$ cat src/rtl/bitmap_scan_if.sv
// Bitmap scanner handshake bundle: bitmap input port, index output port, flush.
interface bitmap_scan_if #(
  parameter int unsigned WIDTH = 32,
  parameter int unsigned IDXW  = $clog2(WIDTH) + 1
);
  logic              flush;
  logic              in_valid;
  logic              in_ready;
  logic [WIDTH-1:0]  in_data;
  logic              out_valid;
  logic              out_ready;
  logic [IDXW-1:0]   out_idx;
  logic [IDXW-1:0]   out_seq;
  logic              out_last;
  logic              out_empty;

  // Producer/consumer side driving the scanner
  modport master (
    output flush, in_valid, in_data, out_ready,
    input  in_ready, out_valid, out_idx, out_seq, out_last, out_empty
  );

  // Scanner side
  modport slave (
    input  flush, in_valid, in_data, out_ready,
    output in_ready, out_valid, out_idx, out_seq, out_last, out_empty
  );
endinterface

$ cat src/rtl/bitmap_scan_ctrl.sv
// Sequential MSB-first scanner: accepts a bitmap and emits the index of each
// set bit, one per beat, clearing each bit once its beat is accepted.
module bitmap_scan_ctrl #(
  parameter int unsigned WIDTH = 32,
  parameter int unsigned IDXW  = $clog2(WIDTH) + 1
) (
  input  logic          clk,
  input  logic          rst_n,
  bitmap_scan_if.slave  bus
);

  typedef enum logic [1:0] {
    IDLE = 2'd0,
    SCAN = 2'd1,
    ZERO = 2'd2
  } state_t;

  state_t            state;
  logic [WIDTH-1:0]  mask;
  logic [IDXW-1:0]   seq;
  logic              armed;

  logic [IDXW-1:0]   lead_idx;
  logic [WIDTH-1:0]  lead_bit;
  logic              single;

  // Leading-one encoder over the pending mask; higher bits override lower ones
  always_comb begin
    lead_idx = IDXW'(WIDTH);
    lead_bit = '0;
    for (int unsigned i = 0; i < WIDTH; i++) begin
      if (mask[i]) begin
        lead_idx = IDXW'(WIDTH - 1 - i);
        lead_bit = WIDTH'(1) << i;
      end
    end
  end

  // Exactly one bit pending (mask is never zero while scanning)
  assign single = ((mask & (mask - WIDTH'(1))) == '0);

  // Port outputs decoded from registered state; idle outputs are forced to rest values
  assign bus.in_ready  = (state == IDLE) & armed & ~bus.flush;
  assign bus.out_valid = (state != IDLE);
  assign bus.out_idx   = (state == SCAN) ? lead_idx : IDXW'(WIDTH);
  assign bus.out_seq   = (state == SCAN) ? seq : '0;
  assign bus.out_last  = ((state == SCAN) & single) | (state == ZERO);
  assign bus.out_empty = (state == ZERO);

  // Scan FSM with mask and beat counter; flush overrides every state
  always_ff @(posedge clk or negedge rst_n) begin
    if (!rst_n) begin
      state <= IDLE;
      mask  <= '0;
      seq   <= '0;
      armed <= 1'b0;
    end else begin
      armed <= 1'b1;
      if (bus.flush) begin
        state <= IDLE;
        mask  <= '0;
        seq   <= '0;
      end else begin
        case (state)
          IDLE: begin
            if (bus.in_valid && bus.in_ready) begin
              mask  <= bus.in_data;
              seq   <= '0;
              state <= (bus.in_data != '0) ? SCAN : ZERO;
            end
          end
          SCAN: begin
            if (bus.out_ready) begin
              mask <= mask & ~lead_bit;
              if (single) begin
                seq   <= '0;
                state <= IDLE;
              end else begin
                seq <= seq + IDXW'(1);
              end
            end
          end
          ZERO: begin
            if (bus.out_ready) begin
              state <= IDLE;
            end
          end
          default: begin
            state <= IDLE;
            mask  <= '0;
            seq   <= '0;
          end
        endcase
      end
    end
  end

endmodule

$ cat src/flat_wrapper.sv
// flat-port wrapper written by rule: the top's interface ports become plain ports
module bitmap_scan_ctrl_flat 
#(
  parameter int unsigned WIDTH = 32,
  parameter int unsigned IDXW  = $clog2(WIDTH) + 1
)
  (clk, rst_n, bus_flush, bus_in_valid, bus_in_data, bus_out_ready, bus_in_ready, bus_out_valid, bus_out_idx, bus_out_seq, bus_out_last, bus_out_empty);
  bitmap_scan_if #(.WIDTH(WIDTH), .IDXW(IDXW)) bus_i ();
  input  logic clk;
  input  logic rst_n;
  input wire logic [$bits(bus_i.flush)-1:0] bus_flush;
  input wire logic [$bits(bus_i.in_valid)-1:0] bus_in_valid;
  input wire logic [$bits(bus_i.in_data)-1:0] bus_in_data;
  input wire logic [$bits(bus_i.out_ready)-1:0] bus_out_ready;
  output wire logic [$bits(bus_i.in_ready)-1:0] bus_in_ready;
  output wire logic [$bits(bus_i.out_valid)-1:0] bus_out_valid;
  output wire logic [$bits(bus_i.out_idx)-1:0] bus_out_idx;
  output wire logic [$bits(bus_i.out_seq)-1:0] bus_out_seq;
  output wire logic [$bits(bus_i.out_last)-1:0] bus_out_last;
  output wire logic [$bits(bus_i.out_empty)-1:0] bus_out_empty;
  assign bus_i.flush = bus_flush;
  assign bus_i.in_valid = bus_in_valid;
  assign bus_i.in_data = bus_in_data;
  assign bus_i.out_ready = bus_out_ready;
  assign bus_in_ready = bus_i.in_ready;
  assign bus_out_valid = bus_i.out_valid;
  assign bus_out_idx = bus_i.out_idx;
  assign bus_out_seq = bus_i.out_seq;
  assign bus_out_last = bus_i.out_last;
  assign bus_out_empty = bus_i.out_empty;
  bitmap_scan_ctrl #(.WIDTH(WIDTH), .IDXW(IDXW)) u_core (.clk(clk), .rst_n(rst_n), .bus(bus_i));
endmodule
$ cat config.mk
export PLATFORM = sky130hd
export DESIGN_NAME = bitmap_scan_ctrl_flat
export DESIGN_NICKNAME = d
export VERILOG_FILES = /design/src/rtl/bitmap_scan_if.sv /design/src/rtl/bitmap_scan_ctrl.sv /design/src/flat_wrapper.sv
export SDC_FILE = /design/constraint.sdc
export NUM_CORES = 1
export LEC_CHECK = 0
export BUFFER_PORTS_ARGS = -buffer_cell sky130_fd_sc_hd__buf_2
export CAP_MARGIN = 5
export CORE_MARGIN = 1.5
export CORE_UTILIZATION = 40
export CTS_CLUSTER_DIAMETER = 80
export CTS_CLUSTER_SIZE = 12
export DETAILED_ROUTE_END_ITERATION = 7
export PLACE_DENSITY = 0.7
export SLEW_MARGIN = 15
export SYNTH_ARGS = -nofsm -noshare
export SYNTH_HDL_FRONTEND = slang
export SYNTH_SLANG_ARGS = --single-unit
$ cat constraint.sdc
create_clock -name clk -period 3.6 [get_ports clk]
set_clock_uncertainty 0.1 [all_clocks]
set_input_delay 0.54 -clock clk [delete_from_list [all_inputs] [get_ports clk]]
set_output_delay 0.54 -clock clk [all_outputs]
set_load 0.1 [all_outputs]
==> results_dict.tcl, run 1 <==
set metrics [dict create \
    ys_seq_area_share_pct 34.60 \
    rows 31 \
    critPathArrivalTime_ns 2.81 \
    synth_ff_type "dfrtp_1" \
    timing.final.crit_share_pct 95.85 \
    cp-end-kind "primary output" \
    finalHoldViolCount 0 \
    ant_nets 0 \
    synth_xor_area_share_pct 0 \
    rr_startpoint "u_core.mask[4]$_DFFE_PN0P_" \
    worstPathMaxFanout 6 \
    antenna_found_initial 0 \
    cts-root-buf "clkbuf_8" \
    drc 0 \
    synth_edf_count 0 \
    dieHeight_um 89.10 \
    cpPeakStageDelay_ns 0.58 \
    synth_top_area_share_pct 34.60 \
    cts_tree "done" \
    ir_drop_v 0.001068 \
    r2r_setup_slack_ns 0.62 \
    required_ns 2.96 \
    nNetsFinal 446 \
    synthSimpleGateAreaFrac_pct 28.90 \
    wl_um 9461 \
    grt_overflow_total 0 \
    cap_violations 0 \
    crit_chain "or4_4 -> o32a_1 -> nor4b_2 -> nand4_1 -> nor4_4 -> a31o_2 -> buf_12" \
    gp_congestion 0.9555 \
    syn_area_per_cell_um2 8.124 \
    synth-compound-area-share_pct 30.42 \
    async_reset_ff_share_pct 100.0 \
    synth_common_cells "dfrtp_1 (41), o21ai_0 (40), nand2_1 (38)" \
    synth_cell_type_count 61 \
    ys.warnings.count 0 \
    yosysMostFrequentCell "dfrtp_1" \
    synth_top_area_cell "dfrtp_1" \
    core_area_um2 7214 \
    cellPowerDensity_nw_per_um2 1035 \
    first_global_vias 3082 \
    finalNonFillerCells 507 \
    synth_area_leaders "dfrtp_1 (35%), a22o_1 (7.1%), o21ai_0 (6.8%)" \
    syn-instance-count 365 \
    placed_area_um2 3361 \
    dpl.hpwl_um 6944 \
    dieWidth_um 89.10 \
    antennaDiodeCount 0 \
    worstSetupPathType "flop to primary output" \
    grt_max_degree 42 \
    track_usage_pct 25.29 \
    fmax_mhz 289.8 \
    clkTransAtPathRegs_ns 0.08 \
    tightest_slew_ns 1.156 \
    vias 3154 \
    slew_violations 0 \
    syn2layout_area_growth_pct 17.55 \
    synth-seq-cells 41 \
    start_kind "flop" \
    synth_top_family_by_area "compound AO/OA/AOI/OAI gates" \
    start_util_pct 41.10 \
    r2r_cells 8 \
    synth_nets 403 \
    first_pass_iters 5 \
    synth_adder_area_share_pct 1.097 \
    h-tree-depth 2 \
    grt_pass1_wl_um 15460 \
    synth.mux.area_fraction_pct 0.3376 \
    setup_viol 0 \
    cellLeakagePower_nw 1.572 \
    hold_path.class "input pin to asynchronous set/reset pin" \
    cts_num_sinks 41 \
    slew_headroom_pct 22.54 \
    utilization_pct 48.32 \
    cts_buffers 5 \
    dieArea_um2 7939 \
    routed_via_density 6.221 \
    stdcell_area_um2 3486 \
    wl_per_cell_um 18.66 \
    io_buffers 52 \
    rsz0062_at_grt "false" \
    timing.rr.end "u_core.seq[3]$_DFFE_PN0P_" \
    crit_path_top_delay_cell "or4_4" \
    ios 53 \
    cts-hold-fix-buffers 0 \
    synth.cell_area_um2 2965 \
    status "finished, final reports clean" \
    clockBufferDepth 2 \
    tns_ns 0 \
    drive_gt1_share_pct 25.00 \
    clkLatencyLatePin_ns 0.29 \
    min_period_ns 3.451 \
    dr.first_iter.drc_count 331 \
    dp_cells 499 \
]
-- registers in the layout, summed over array words and instances (netlist names) --
register and flops:
u_core.state 2, u_core.armed 1, u_core.mask 32, u_core.seq 6
-- stage by stage --
| stage | hold slack, ns | power, mW | worst slack (ns) |
|---|---|---|---|
| 6_report | 0.2912 | 3.608 | 0.1494 |
| 4_1_cts | 0.3257 | 3.521 | 0.1119 |
| 2_1_floorplan | 0.1444 | 2.563 | -0.1808 |
| 3_3_place_gp | 0.4221 | 3.194 | 0.4404 |
| 5_1_grt | 0.3662 | 3.858 | 0.003167 |
| 3_5_place_dp | 0.4372 | 3.191 | 0.4464 |
-- metal layers --
metal | track usage, % | vias to the layer above | part of all wire (%)
li1 | - | 1468 | -
met5 | 0 | - | 0
met2 | 38.14 | 134 | 45
met4 | 10.91 | 0 | 2.6
met1 | 36.13 | 1528 | 47
met3 | 3.509 | 24 | 5.2
-- worst max-delay path, delay by kind of cell (launching register included) --
kind | cells | cell delay, ns
flip-flops | 1 | 0.45
buffers and inverters | 1 | 0.17
AO/OA/AOI/OAI | 2 | 0.56
AND/OR/NAND/NOR | 4 | 1.32
-- logic make-up after synthesis --
| family | Yosys count |
|---|---|
| AND/OR/NAND/NOR | 155 |
| AO/OA/AOI/OAI | 129 |
| flip-flops | 41 |
| buffers and inverters | 35 |
| adder cells (fa/ha/maj) | 3 |
| multiplexers | 1 |
| other | 1 |
-- repair_timing --
action | 4_1_cts | 5_1_grt
buffers inserted | 0 | 1
resized for setup | 0 | 5
setup endpoints to repair | 0 | 1
-- layout by cell type (no fill, tap or decap), drive strengths merged, types with 6 or more instances in the layout --
master and count:
clkbuf 7, a21oi 19, inv 7, buf 64, nor4 21, or4 6, nand2 38, nand4 6
nand3 9, nor2 29, dfrtp 41, nor3 15, a22o 26, and2 10, o21ai 40
-- worst max path at each step --
stage,start,to,slack (ns),cells after the start
after floorplan,u_core.mask[18]$_DFFE_PN0P_,bus_out_idx[0],-0.18,7
after global placement,u_core.mask[10]$_DFFE_PN0P_,bus_out_last,0.44,7
after detailed placement,u_core.mask[12]$_DFFE_PN0P_,bus_out_last,0.45,7
after CTS,u_core.mask[12]$_DFFE_PN0P_,bus_out_last,0.11,7
after global routing,u_core.mask[4]$_DFFE_PN0P_,bus_out_last,0.003,7
final,u_core.mask[4]$_DFFE_PN0P_,bus_out_last,0.15,7
-- layout make-up --
class | instances | area [um^2]
fill | 739 | 3729
multi-input combinational | 289 | 1857
sequential | 41 | 1027
timing repair buffer | 64 | 365.4
tap | 99 | 123.9
clock buffer | 7 | 86.33
inverter | 7 | 26.28
-- power breakdown --
part	switching [mW]	total [mW]	internal [mW]
sequential	0.274	0.844	0.571
combinational	1.62	2.45	0.827
clock	0.161	0.313	0.152
total	2.06	3.61	1.55
Power figures use the tool's default switching activity.
==> run 2, diff against run 1 <==
Settings changed: CTS_BUF_LIST from default to sky130_fd_sc_hd__clkbuf_4 sky130_fd_sc_hd__clkbuf_8 sky130_fd_sc_hd__clkbuf_16.
==> run 2 against run 1 <==
Effect of this change: first-iteration DRC count unchanged; count of clock-buffer cells in the layout unchanged; core utilization increased by 0.052 points; non-clock buffer count unchanged; highest routed layer unchanged; combinational power about the same.
==> results_dict.tcl, run 2 (synthesis results as in run 1) <==
set metrics [dict create \
    worstSetupPathType "flop to primary output" \
    intPower_mw 1.558 \
    rsz0062_at_grt "false" \
    hold_path.class "input pin to asynchronous set/reset pin" \
    routed_via_density 6.219 \
    clockBufferDepth 2 \
    drc 0 \
    clkTransAtPathRegs_ns 0.08 \
    ir_drop_v 0.001067 \
    busiest_layer "met2" \
    r2r_setup_slack_ns 0.62 \
    swShare_pct 56.95 \
    p_clk_share_pct 9.0 \
    start_util_pct 41.10 \
    wl_per_cell_um 18.71 \
    rows 31 \
    worstPathMaxFanout 6 \
    stdcell_area_um2 3490 \
    cts-root-buf "clkbuf_8" \
    cts_num_sinks 41 \
    met3_usage_pct 3.509 \
    dieWidth_um 89.10 \
    top_regs "u_core.mask (32), u_core.seq (6), u_core.state (2)" \
    timing.hold.ws_ns 0.2951 \
    tns_ns 0 \
    grt_max_degree 42 \
    p_switching_mw 2.061 \
    power_mw 3.619 \
    dr.first_iter.drc_count 331 \
    largest_register_ff_count 32 \
    min_period_ns 3.450 \
    timing.final.crit_share_pct 95.84 \
    syn2layout_area_growth_pct 17.68 \
    cap_violations 0 \
    finalHoldViolCount 0 \
    cts_buffers 5 \
    power_frac_comb_pct 67.7 \
    nNetsFinal 446 \
    h-tree-depth 2 \
    wl_um 9485 \
    track_usage_pct 25.29 \
    dieHeight_um 89.10 \
    dieArea_um2 7939 \
    status "finished, final reports clean" \
    clkLatencyLatePin_ns 0.29 \
    core_area_um2 7214 \
    start_kind "flop" \
    layout_common_cells "buf_2 (51), dfrtp_1 (40), o21ai_0 (38), nand2_1 (38), nor2_1 (29)" \
    antenna_found_initial 0 \
    vias 3153 \
    first_pass_iters 5 \
    first_global_vias 3082 \
    placed_area_um2 3361 \
    ant_nets 0 \
    io_buffers 52 \
    cp-end-kind "primary output" \
    cellPowerDensity_nw_per_um2 1037 \
    drive_gt1_share_pct 25.25 \
    cts_tree "done" \
    layout.cells.most_common "buf_2" \
    ios 53 \
    utilization_pct 48.37 \
    use_met1_pct 36.13 \
    antennaDiodeCount 0 \
    slew_violations 0 \
    grt_pass1_wl_um 15460 \
    cellLeakagePower_nw 1.575 \
    top_register "u_core.mask" \
    dpl.hpwl_um 6944 \
    fmax_mhz 289.8 \
    use_met2_pct 38.14 \
    required_ns 2.96 \
    setup_viol 0 \
    grt_overflow_total 0 \
    tightest_slew_ns 1.153 \
    gp_congestion 0.9555 \
    p_seq_share_pct 23.4 \
    critPathArrivalTime_ns 2.81 \
    slew_headroom_pct 22.69 \
]
==> run 2: cell types whose count changed in the layout (fill, tap and decap cells not counted) <==
cell      delta
clkbuf_4     +1
clkbuf_1     -1
==> run 2: path summary, 6_finish.rpt <==
check | from | to | depth (start not counted)
min in group clk | bus_in_data[11] | u_core.mask[11]$_DFFE_PN0P_ | 3
min | rst_n | u_core.mask[27]$_DFFE_PN0P_ | 1
max | u_core.mask[4]$_DFFE_PN0P_ | bus_out_last | 7
min reg2reg | u_core.seq[5]$_DFFE_PN0P_ | u_core.seq[5]$_DFFE_PN0P_ | 1
max reg2reg | u_core.mask[4]$_DFFE_PN0P_ | u_core.seq[3]$_DFFE_PN0P_ | 8
max in group asynchronous | rst_n | u_core.mask[5]$_DFFE_PN0P_ | 1
==> run 2: critical path: stages, from the launching register on <==
cell,delay [ns]
dfrtp_1,0.45
or4_4,0.58
o32a_1,0.33
nor4b_2,0.29
nand4_1,0.18
nor4_4,0.27
a31o_2,0.23
buf_12,0.17
==> run 2: routing by layer <==
metal / share of wire [%] / vias up / wire, um
met1: 47 / 1519 / 4493
met3: 5.2 / 24 / 493
met2: 45 / 139 / 4250
met4: 2.6 / 0 / 247
met5: 0 / - / 0
li1: - / 1471 / -
==> run 2: layout make-up <==
cell class	count	area (um^2)
repair buffers	64	365.4
inverters	7	26.28
clock buffers	7	90.09
well taps	99	123.9
flip-flops and latches	41	1027
multi-input cells	289	1857
fillers	738	3725
==> run 2: power by group through the flow <==
| stage | combinational, mW | sequential [mW] | clock, mW |
|---|---|---|---|
| 5_1_grt | 2.64 | 0.870 | 0.352 |
| 2_1_floorplan | 1.89 | 0.670 | 0 |
| 4_1_cts | 2.37 | 0.826 | 0.331 |
| 3_3_place_gp | 2.37 | 0.828 | 0 |
| 6_report | 2.45 | 0.845 | 0.324 |
| 3_5_place_dp | 2.36 | 0.831 | 0 |
==> run 2: metrics by stage <==
stage	cells	setup slack, ns
6_report	507	0.1499
3_3_place_gp	499	0.4404
3_5_place_dp	499	0.4464
5_1_grt	507	0.003167
2_1_floorplan	365	-0.1808
4_1_cts	506	0.1119
==> run 2: repair_timing <==
action / in CTS / in global routing
hold endpoints to repair: 0 / 0
setup buffers: 0 / 1
setup endpoints to repair: 0 / 1
hold buffers: 0 / 0
resized for setup: 0 / 5
